### config.mk
export PLATFORM = sky130hd
export DESIGN_NAME = vector_norm_sequencer
export DESIGN_NICKNAME = d
export VERILOG_FILES = /design/src/rtl/vector_norm_sequencer_pkg.sv /design/src/rtl/vector_norm_sequencer_isqrt.sv /design/src/rtl/vector_norm_sequencer.sv
export SDC_FILE = /design/constraint.sdc
export NUM_CORES = 1
export LEC_CHECK = 0
export CORE_ASPECT_RATIO = 1.2
export CORE_MARGIN = 4
export CORE_UTILIZATION = 40
export CTS_CLUSTER_DIAMETER = 100
export DETAILED_ROUTE_END_ITERATION = 10
export PLACE_DENSITY_LB_ADDON = 0.25
export SLEW_MARGIN = 5
export SYNTH_ARGS = -nofsm -noshare
export SYNTH_HDL_FRONTEND = slang
export SYNTH_SLANG_ARGS = --single-unit
### constraint.sdc
create_clock -name clk -period 7.7 [get_ports clk]
set_input_delay 1.155 -clock clk [delete_from_list [all_inputs] [get_ports clk]]
set_output_delay 1.155 -clock clk [all_outputs]
set_load 0.01 [all_outputs]
### src/rtl/vector_norm_sequencer_pkg.sv
// -----------------------------------------------------------------------------
// GAM_package
// Shared definitions for the vector norm sequencer:
//   VECTOR_LEN    - number of elements per input vector
//   norm_state_t  - sequencer FSM states
//   DEFAULT_SUM_W - default sum-of-squares accumulator width
//   NORM_W        - root width for the default accumulator width
//   norm_width()  - root width for an arbitrary accumulator width
// -----------------------------------------------------------------------------
package GAM_package;

  localparam int VECTOR_LEN    = 4;
  localparam int DEFAULT_SUM_W = 32;
  localparam int NORM_W        = DEFAULT_SUM_W / 2;

  typedef enum logic [1:0] {
    IDLE,
    SQUARE,
    SQRT,
    DONE
  } norm_state_t;

  // floor(sqrt(x)) of a sum_w-bit value always fits in sum_w/2 bits.
  function automatic int norm_width(input int sum_w);
    return sum_w / 2;
  endfunction

endpackage

### src/rtl/vector_norm_sequencer_isqrt.sv
// -----------------------------------------------------------------------------
// norm_isqrt_unit
// Iterative integer square root by summing odd numbers, one step per cycle.
// sq walks through the perfect squares 1, 4, 9, ... while delta walks through
// the odd numbers 3, 5, 7, ...; the first square exceeding the operand ends
// the loop and the root is (delta >> 1) - 1.
// Ports:
//   clk, rst   - clock, synchronous active-high reset
//   start_i    - load sq=1, delta=3 and begin iterating
//   operand_i  - value to root; must stay stable while busy_o is high
//   busy_o     - loop running
//   done_o     - high on the final (terminating) cycle of the loop
//   root_o     - floor(sqrt(operand_i)), held until the next completion
// -----------------------------------------------------------------------------
module norm_isqrt_unit #(
  parameter int SUM_W  = 32,
  parameter int NORM_W = SUM_W / 2
) (
  input  logic              clk,
  input  logic              rst,
  input  logic              start_i,
  input  logic [SUM_W-1:0]  operand_i,
  output logic              busy_o,
  output logic              done_o,
  output logic [NORM_W-1:0] root_o
);

  // Two extra bits each: the terminating square can reach 2^SUM_W and the
  // terminating odd number 2^(NORM_W+1)+1, and neither may wrap.
  localparam int SQ_W    = SUM_W + 2;
  localparam int DELTA_W = NORM_W + 2;

  logic               busy_q, busy_d;
  logic [SQ_W-1:0]    sq_q, sq_d;
  logic [DELTA_W-1:0] delta_q, delta_d;
  logic [NORM_W-1:0]  root_q, root_d;
  logic               fits;

  assign fits   = sq_q <= SQ_W'(operand_i);
  assign done_o = busy_q && !fits;
  assign busy_o = busy_q;
  assign root_o = root_q;

  always_ff @(posedge clk) begin
    if (rst) begin
      busy_q  <= 1'b0;
      sq_q    <= '0;
      delta_q <= '0;
      root_q  <= '0;
    end else begin
      busy_q  <= busy_d;
      sq_q    <= sq_d;
      delta_q <= delta_d;
      root_q  <= root_d;
    end
  end

  always_comb begin
    busy_d  = busy_q;
    sq_d    = sq_q;
    delta_d = delta_q;
    root_d  = root_q;
    if (start_i) begin
      sq_d    = SQ_W'(1);
      delta_d = DELTA_W'(3);
      busy_d  = 1'b1;
    end else if (busy_q) begin
      if (fits) begin
        sq_d    = sq_q + SQ_W'(delta_q);
        delta_d = delta_q + DELTA_W'(2);
      end else begin
        root_d = NORM_W'((delta_q >> 1) - DELTA_W'(1));
        busy_d = 1'b0;
      end
    end
  end

endmodule

### src/rtl/vector_norm_sequencer.sv
// -----------------------------------------------------------------------------
// vector_norm_sequencer
// Computes floor(sqrt(sum of squares)) of one unsigned vector of VECTOR_LEN
// elements. One element is squared and accumulated per cycle, then the
// isqrt unit runs one iteration per cycle. Valid/ready on both sides, no
// input skid: a new vector is only taken in IDLE.
// Ports:
//   clk, rst            - clock, synchronous active-high reset
//   in_valid / in_ready - input handshake for vec_in
//   vec_in              - element i at vec_in[i*ELEM_W +: ELEM_W]
//   out_valid/out_ready - result handshake
//   sum_sq              - saturated sum of squares
//   norm_out            - floor(sqrt(sum_sq))
//   overflow            - accumulator saturated while summing this vector
// Result fields are only updated on entry to DONE and hold otherwise.
// -----------------------------------------------------------------------------
module vector_norm_sequencer
  import GAM_package::*;
#(
  parameter int ELEM_W = 8,
  parameter int SUM_W  = 32
) (
  input  logic                         clk,
  input  logic                         rst,
  input  logic                         in_valid,
  output logic                         in_ready,
  input  logic [VECTOR_LEN*ELEM_W-1:0] vec_in,
  output logic                         out_valid,
  input  logic                         out_ready,
  output logic [SUM_W-1:0]             sum_sq,
  output logic [SUM_W/2-1:0]           norm_out,
  output logic                         overflow
);

  localparam int RES_W = norm_width(SUM_W);
  localparam int IDX_W = (VECTOR_LEN > 1) ? $clog2(VECTOR_LEN) : 1;
  localparam logic [IDX_W-1:0] LAST_IDX = IDX_W'(VECTOR_LEN - 1);

  norm_state_t                  state_q, state_d;
  logic [VECTOR_LEN*ELEM_W-1:0] vec_q, vec_d;
  logic [SUM_W-1:0]             acc_q, acc_d;
  logic                         acc_ovf_q, acc_ovf_d;
  logic [IDX_W-1:0]             idx_q, idx_d;
  logic [SUM_W-1:0]             sum_sq_q, sum_sq_d;
  logic                         ovf_q, ovf_d;

  logic                         isq_start;
  logic                         isq_busy;
  logic                         isq_done;
  logic [RES_W-1:0]             isq_root;

  // Unpack the captured vector into elements.
  logic [ELEM_W-1:0] elem [VECTOR_LEN];
  for (genvar gi = 0; gi < VECTOR_LEN; gi++) begin : g_elem
    assign elem[gi] = vec_q[gi*ELEM_W +: ELEM_W];
  end

  logic [ELEM_W-1:0]   cur_elem;
  logic [2*ELEM_W-1:0] prod;
  logic [SUM_W:0]      acc_sum;

  assign cur_elem = elem[idx_q];
  assign prod     = {{ELEM_W{1'b0}}, cur_elem} * {{ELEM_W{1'b0}}, cur_elem};
  // One extra bit so the carry out of SUM_W is visible for saturation.
  assign acc_sum  = {1'b0, acc_q} + (SUM_W+1)'(prod);

  norm_isqrt_unit #(
    .SUM_W  (SUM_W),
    .NORM_W (RES_W)
  ) u_isqrt (
    .clk       (clk),
    .rst       (rst),
    .start_i   (isq_start),
    .operand_i (acc_q),
    .busy_o    (isq_busy),
    .done_o    (isq_done),
    .root_o    (isq_root)
  );

  always_ff @(posedge clk) begin
    if (rst) begin
      state_q   <= IDLE;
      vec_q     <= '0;
      acc_q     <= '0;
      acc_ovf_q <= 1'b0;
      idx_q     <= '0;
      sum_sq_q  <= '0;
      ovf_q     <= 1'b0;
    end else begin
      state_q   <= state_d;
      vec_q     <= vec_d;
      acc_q     <= acc_d;
      acc_ovf_q <= acc_ovf_d;
      idx_q     <= idx_d;
      sum_sq_q  <= sum_sq_d;
      ovf_q     <= ovf_d;
    end
  end

  always_comb begin
    state_d   = state_q;
    vec_d     = vec_q;
    acc_d     = acc_q;
    acc_ovf_d = acc_ovf_q;
    idx_d     = idx_q;
    sum_sq_d  = sum_sq_q;
    ovf_d     = ovf_q;
    in_ready  = 1'b0;
    out_valid = 1'b0;
    isq_start = 1'b0;
    unique case (state_q)
      IDLE: begin
        in_ready = 1'b1;
        if (in_valid) begin
          vec_d     = vec_in;
          acc_d     = '0;
          acc_ovf_d = 1'b0;
          idx_d     = '0;
          state_d   = SQUARE;
        end
      end
      SQUARE: begin
        if (acc_sum[SUM_W]) begin
          acc_d     = '1;
          acc_ovf_d = 1'b1;
        end else begin
          acc_d = acc_sum[SUM_W-1:0];
        end
        idx_d = idx_q + 1'b1;
        // The root loop is armed on the same edge that stores the final
        // sum, so its first comparison already sees the complete acc.
        if (idx_q == LAST_IDX) begin
          idx_d     = '0;
          isq_start = 1'b1;
          state_d   = SQRT;
        end
      end
      SQRT: begin
        if (isq_busy && isq_done) begin
          sum_sq_d = acc_q;
          ovf_d    = acc_ovf_q;
          state_d  = DONE;
        end
      end
      DONE: begin
        out_valid = 1'b1;
        if (out_ready) begin
          state_d = IDLE;
        end
      end
      default: state_d = IDLE;
    endcase
  end

  assign sum_sq   = sum_sq_q;
  assign norm_out = isq_root;
  assign overflow = ovf_q;

endmodule

==> results of run 1 <==
placed cells by master (no fill, tap or decap), drive strengths merged, types with 10 or more instances in the layout:
master / synthesis / routed
a21o: 15 / 15
a21oi: 104 / 104
a31oi: 11 / 11
and2: 25 / 25
clkbuf: 41 / 18
clkdlybuf4s50: 0 / 85
dfxtp: 171 / 171
fa: 38 / 38
ha: 98 / 98
inv: 123 / 130
mux2i: 49 / 49
nand2: 159 / 159
nand3: 19 / 19
nand4: 17 / 17
nor2: 119 / 119
nor3: 25 / 25
nor4: 19 / 19
o21ai: 50 / 50
or4: 10 / 10
xnor2: 50 / 50
xor2: 23 / 23
worst max-delay path by stage:
| stage | startpoint | to | slack, ns | cells after the start |
|---|---|---|---|---|
| finish | idx_q[0]$_SDFFE_PP0P_ | acc_q[31]$_SDFFE_PP0P_ | 1.31 | 19 |
| global route | idx_q[0]$_SDFFE_PP0P_ | acc_q[31]$_SDFFE_PP0P_ | 0.94 | 19 |
| floorplan | idx_q[0]$_SDFFE_PP0P_ | acc_q[21]$_SDFFE_PP0P_ | 1.82 | 18 |
| detailed placement | idx_q[0]$_SDFFE_PP0P_ | acc_q[31]$_SDFFE_PP0P_ | 1.39 | 19 |
| global placement | idx_q[0]$_SDFFE_PP0P_ | acc_q[31]$_SDFFE_PP0P_ | 1.52 | 19 |
| CTS | idx_q[0]$_SDFFE_PP0P_ | acc_q[31]$_SDFFE_PP0P_ | 1.35 | 19 |
logic make-up after synthesis:
group                    share of synthesized area, %
AND/OR/NAND/NOR                                  18.7
AO/OA/AOI/OAI                                    13.0
multiplexers                                     6.17
XOR/XNOR                                         5.88
buffers and inverters                            6.52
adder cells (fa/ha/maj)                          18.3
flip-flops                                       31.5
critical path, cell delays in order (launching register included):
cell and delay (ns):
dfxtp_1 0.71, mux4_2 0.68, and2_1 0.21, inv_1 0.08, fa_1 0.43, fa_1 0.51
inv_1 0.04, ha_1 0.26, inv_1 0.05, fa_1 0.52, fa_1 0.48, nor2b_1 0.13
o21ai_0 0.12, a21boi_0 0.30, o21a_1 0.21, a211oi_1 0.12, o21ai_0 0.51, a31oi_1 0.34
or4_1 0.54, nand4_1 0.09
metal layers:
metal | part of all wire [%] | GRT usage (%) | up-vias
li1 | - | - | 4472
met1 | 44 | 23.2 | 4221
met2 | 50 | 31.3 | 161
met3 | 3.0 | 2.32 | 39
met4 | 2.4 | 6.10 | 0
met5 | 0 | 0 | -
flip-flops by register name, indices dropped and copies added, names as in the netlist:
signal,count
u_isqrt.sq_q,34
acc_q,32
sum_sq,32
vec_q,32
u_isqrt.delta_q,18
u_isqrt.root_o,16
idx_q,2
state_q,2
acc_ovf_q,1
overflow,1
u_isqrt.busy_o,1
cell type report:
class,count,area [um^2]
sequential,171,3420
clock inverter,14,154
inverter,123,462
fill,2598,14000
tap,335,419
timing repair buffer,92,903
clock buffer,18,439
multi-input combinational,933,6740
power groups by stage:
stage / logic (mW) / registers (mW) / clock network [mW]
5_1_grt: 0.620 / 0.970 / 0.917
4_1_cts: 0.550 / 0.964 / 0.885
3_3_place_gp: 0.538 / 0.984 / 0
2_1_floorplan: 0.406 / 0.963 / 0
6_report: 0.540 / 0.963 / 0.868
3_5_place_dp: 0.548 / 0.984 / 0
per-stage QoR:
| stage | hold slack [ns] | worst slack [ns] | power (mW) | instances |
|---|---|---|---|---|
| after floorplan | 0.422 | 1.82 | 1.37 | 1280 |
| after global placement | 0.442 | 1.52 | 1.52 | 1654 |
| after CTS | 0.460 | 1.35 | 2.40 | 1686 |
| after detailed placement | 0.446 | 1.39 | 1.53 | 1654 |
| final | 0.459 | 1.31 | 2.37 | 1686 |
| after global routing | 0.474 | 0.939 | 2.51 | 1686 |
==> run metrics, run 1 <==
dpl cell area 11,900 um^2; DRT Wirelength approximately 26,000 um; YS warnings 0; CTS tree done; Setup Crit Path Kind reg2reg; Core ar. approximately 27,000 um^2; nets ~1,500; RSZ-0062 raised after global routing false; register area share after synthesis around a third; Die Area between 20,000 and 30,000 um^2; number of remaining DRC errors 0; fraction of layout cells with a size suffix above 1 between 4 and 5%; Worst R2R End acc_q[31]$_SDFFE_PP0P_; data required time at the worst endpoint between 8 and 9 ns; TNS Setup 0 ns; ANT nets after route 0; Syn Area/Cell 8.50 um^2; top post-synthesis cells by area dfxtp_1 (31%), ha_1 (11%), fa_1 (7.0%); peak supply drop between 0.0001 and 0.00015 V; Vias roughly 8,900; largest net degree at the start of global routing between 70 and 80; routed wire length per instance ~15 um; hold path cells 2; Slew Limit Fails 0; routability cong. just under 0.9; Achievable Freq 157 MHz; Post-synth EDFFs 0; synthesized area approximately 11,000 um^2; worst-margin pin slew approximately 1.0 ns; async set-reset flop share out of synthesis 0%; setup bufs post-CTS 0; Top FF cell, synth dfxtp_1; Lkg Pwr around 5.5 nW; Clock Skew ~0.015 ns; Clock Tree Root clkbuf_16; Post-Layout Inst Area about 13,000 um^2; CP Data Arrival Time 6.76 ns; CP endpoint kind flop; Max-Cap Viols 0; most common cell in the netlist dfxtp_1; initial DRC count 560; vias per cell ~5.3; Die Wd between 150 and 200 um; Resize count post-CTS 0; Mapped Cells around 1,300; Max-slew headroom between 30% and 40%; Seq pwr share between 40% and 50%; number of global-route vias before repair between 8,000 and 9,000; Post-Route Utilization approximately 47%; hold endpoint vec_q[0]$_SDFFE_PP0P_; Sw Pwr slightly below 0.8 mW; Distinct cells, synth 66; total grt overflow 0; outcome completed; Rows 65; Synth area leader dfxtp_1; n_diodes 0; Hold Path Class reg2reg; startpoint of the worst register-to-register path idx_q[0]$_SDFFE_PP0P_; total track usage roughly 18%; minimum clock period 6.39 ns; Port-buffer cells between 80 and 90; Clock Path Buffers 2; I/O pin total between 80 and 90; final worst-path cycle share roughly 83%; Die Y about 190 um; Initial Utilization about 41%; Pint ~1.6 mW; Final Hold Viols 0; post-synth top area share a little under a third; Area growth syn-to-layout 15.3%; Final setup viols 0; syn nets 1,452; Pwr Density 189 nW/um^2; CP Max Fanout 11; clock power share 36.6%; Net Sw Frac 32.7%; R2R depth 19; first drt pass iteration count 6; hold path start vec_q[0]$_SDFFE_PP0P_; first-pass GRT wire length 43,900 um; crit path launch type flop; cts hold-fix bufs 0; Post-synth top cells dfxtp_1 (171), nand2_1 (157), inv_1 (123); flip-flop and latch count after synthesis roughly 170; Comb pwr share 22.8%; reg2reg setup slack 1.31 ns; clk_lat worst skew between 0.4 and 0.5 ns; H-tree levels 4; DPL Wire Length 20,000 um; clock sinks 171; TritonCTS Buffers 17; initial antenna violation count 0; clk slew on worst S/H paths approximately 0.07 ns
Power figures use the tool's default switching activity.
==> run 2: changes to the inputs <==
==> constraint.sdc (replaced) <==
create_clock -name clk -period 6.7 [get_ports clk]
set_input_delay 1.005 -clock clk [delete_from_list [all_inputs] [get_ports clk]]
set_output_delay 1.005 -clock clk [all_outputs]
set_load 0.01 [all_outputs]
==> run 2 against run 1 <==
Sequential power rose by 15%; setup slack got worse by 0.73 ns; clock power rose by 15%; clock-buffer cell count fell by 1; first-iteration DRC count fell by 9.3%; critical path depth fell by 2.
==> run metrics, run 2 (synthesis gave the netlist of run 1 again) <==
Rows 65; clk slew on worst S/H paths ~0.07 ns; Die Wd roughly 160 um; total track usage 18.1%; Lkg Pwr approximately 5.5 nW; highest routed layer met4; number of global-route vias before repair 8,817; routability cong. 0.881; total grt overflow 0; setup bufs post-CTS 0; first-pass GRT wire length 43,800 um; Clock Tree Root clkbuf_16; Clock Skew 0.0140 ns; Die Area roughly 30,000 um^2; fillers roughly 2,600; Worst path slowest cell mux4_2; first drt pass iteration count 5; CP Data Arrival Time ~6.4 ns; initial antenna violation count 0; TNS Setup 0 ns; RSZ-0062 raised after global routing false; worst-margin pin slew roughly 1.0 ns; clock sinks about 170; Final Hold Viols 0; Cell Chain, Critical Path mux4_2, and2_1, fa_1, fa_1, inv_1, fa_1, fa_1, inv_1, ha_1, o21ai_0, a21boi_0, o21a_1, a211oi_1, o21ai_0, a31oi_1, or4_1, nand4_1; Vias between 8,000 and 9,000; DRT Wirelength approximately 26,000 um; Final setup viols 0; Pwr Density roughly 220 nW/um^2; Core ar. about 27,000 um^2; initial DRC count just over 500; Port-buffer cells 86; final worst-path cycle share between 90 and 100%; total power approximately 2.7 mW; data required time at the worst endpoint around 7.0 ns; Clock Path Buffers 2; largest net degree at the start of global routing 67; commonest non-fill, non-tap cells in the layout dfxtp_1 (170), nand2_1 (157), inv_1 (123); CP most frequent cell fa_1; placed insts 1,654; fraction of layout cells with a size suffix above 1 under 10%; vias per cell 5.23; CP endpoint kind flop; I/O pin total 87; post-route worst setup slack about 0.59 ns; Die Y around 190 um; Post-Layout Inst Area approximately 13,000 um^2; Biggest register u_isqrt.sq_q; Initial Utilization a little over 40%; Slew Limit Fails 0; CTS tree done; dpl cell area roughly 12,000 um^2; Resize count post-CTS 0; met3 wire len about 630 um; ANT nets after route 0; CP Max Fanout 11; TritonCTS Buffers 17; Hold Path Class reg2reg; WL met2 approximately 13,000 um; cts hold-fix bufs 0; routed wire length per instance 15.6 um; max reg flops 34; commonest non-fill, non-tap cell in the layout dfxtp_1; clk_lat worst skew around 0.44 ns; peak supply drop roughly 0.00017 V; Setup Crit Path Kind reg2reg; DPL Wire Length roughly 20,000 um; Achievable Freq 164 MHz; crit path launch type flop; pre-CTS setup slack around 0.44 ns; number of remaining DRC errors 0; nets approximately 1,500; minimum clock period slightly above 6 ns; Area growth syn-to-layout 15.4%; outcome completed; H-tree levels 4; CP max stage delay slightly below 0.7 ns; Max-slew headroom between 30% and 40%; fin cells approximately 1,700; n_diodes 0; Max-Cap Viols 0; wl on met1 12,000 um
-- run 2: final timing paths --
check                                                   start                       endpoint  slack, ns  depth (start not counted)
worst max-delay path                    idx_q[0]$_SDFFE_PP0P_         acc_q[25]$_SDFFE_PP0P_       0.59                         17
worst max register to register          idx_q[0]$_SDFFE_PP0P_         acc_q[25]$_SDFFE_PP0P_       0.59                         17
worst min-delay path            u_isqrt.sq_q[33]$_SDFFE_PP0P_  u_isqrt.sq_q[33]$_SDFFE_PP0P_       0.46                          2
worst min register to register  u_isqrt.sq_q[33]$_SDFFE_PP0P_  u_isqrt.sq_q[33]$_SDFFE_PP0P_       0.46                          2
-- run 2: cell type report --
| type | instances | area (um^2) | area share, % |
|---|---|---|---|
| repair buffers | 92 | 903 | 7.20 |
| inverters | 123 | 462 | 3.68 |
| clock inverters | 15 | 175 | 1.40 |
| flip-flops and latches | 171 | 3420 | 27.3 |
| clock buffers | 17 | 425 | 3.39 |
| well taps | 335 | 419 | 3.34 |
| multi-input cells | 933 | 6740 | 53.7 |
-- run 2: layer usage --
layer / track usage [%] / vias up
li1: - / 4484
met1: 23.2 / 4184
met2: 31.8 / 123
met3: 2.57 / 24
met4: 4.33 / 0
met5: 0 / -
-- run 2: power breakdown --
group / internal [mW] / switching [mW]
registers: 1.06 / 0.0430
clock network: 0.534 / 0.467
logic: 0.231 / 0.398
-- run 2: through the flow --
stage          hold slack [ns]  utilization (%)
5_1_grt                  0.478             47.3
3_3_place_gp             0.442             45.1
6_report                 0.457             47.3
4_1_cts                  0.459             47.3
3_5_place_dp             0.447             45.1
2_1_floorplan            0.422                -
-- run 2: worst max-delay path, delay by kind of cell (launching register included) --
kind                     cells  cell delay (ns)
AO/OA/AOI/OAI                6             1.84
adder cells (fa/ha/maj)      5             2.34
buffers and inverters        2             0.09
flip-flops                   1             0.53
multiplexers                 1             0.68
AND/OR/NAND/NOR              3             0.50
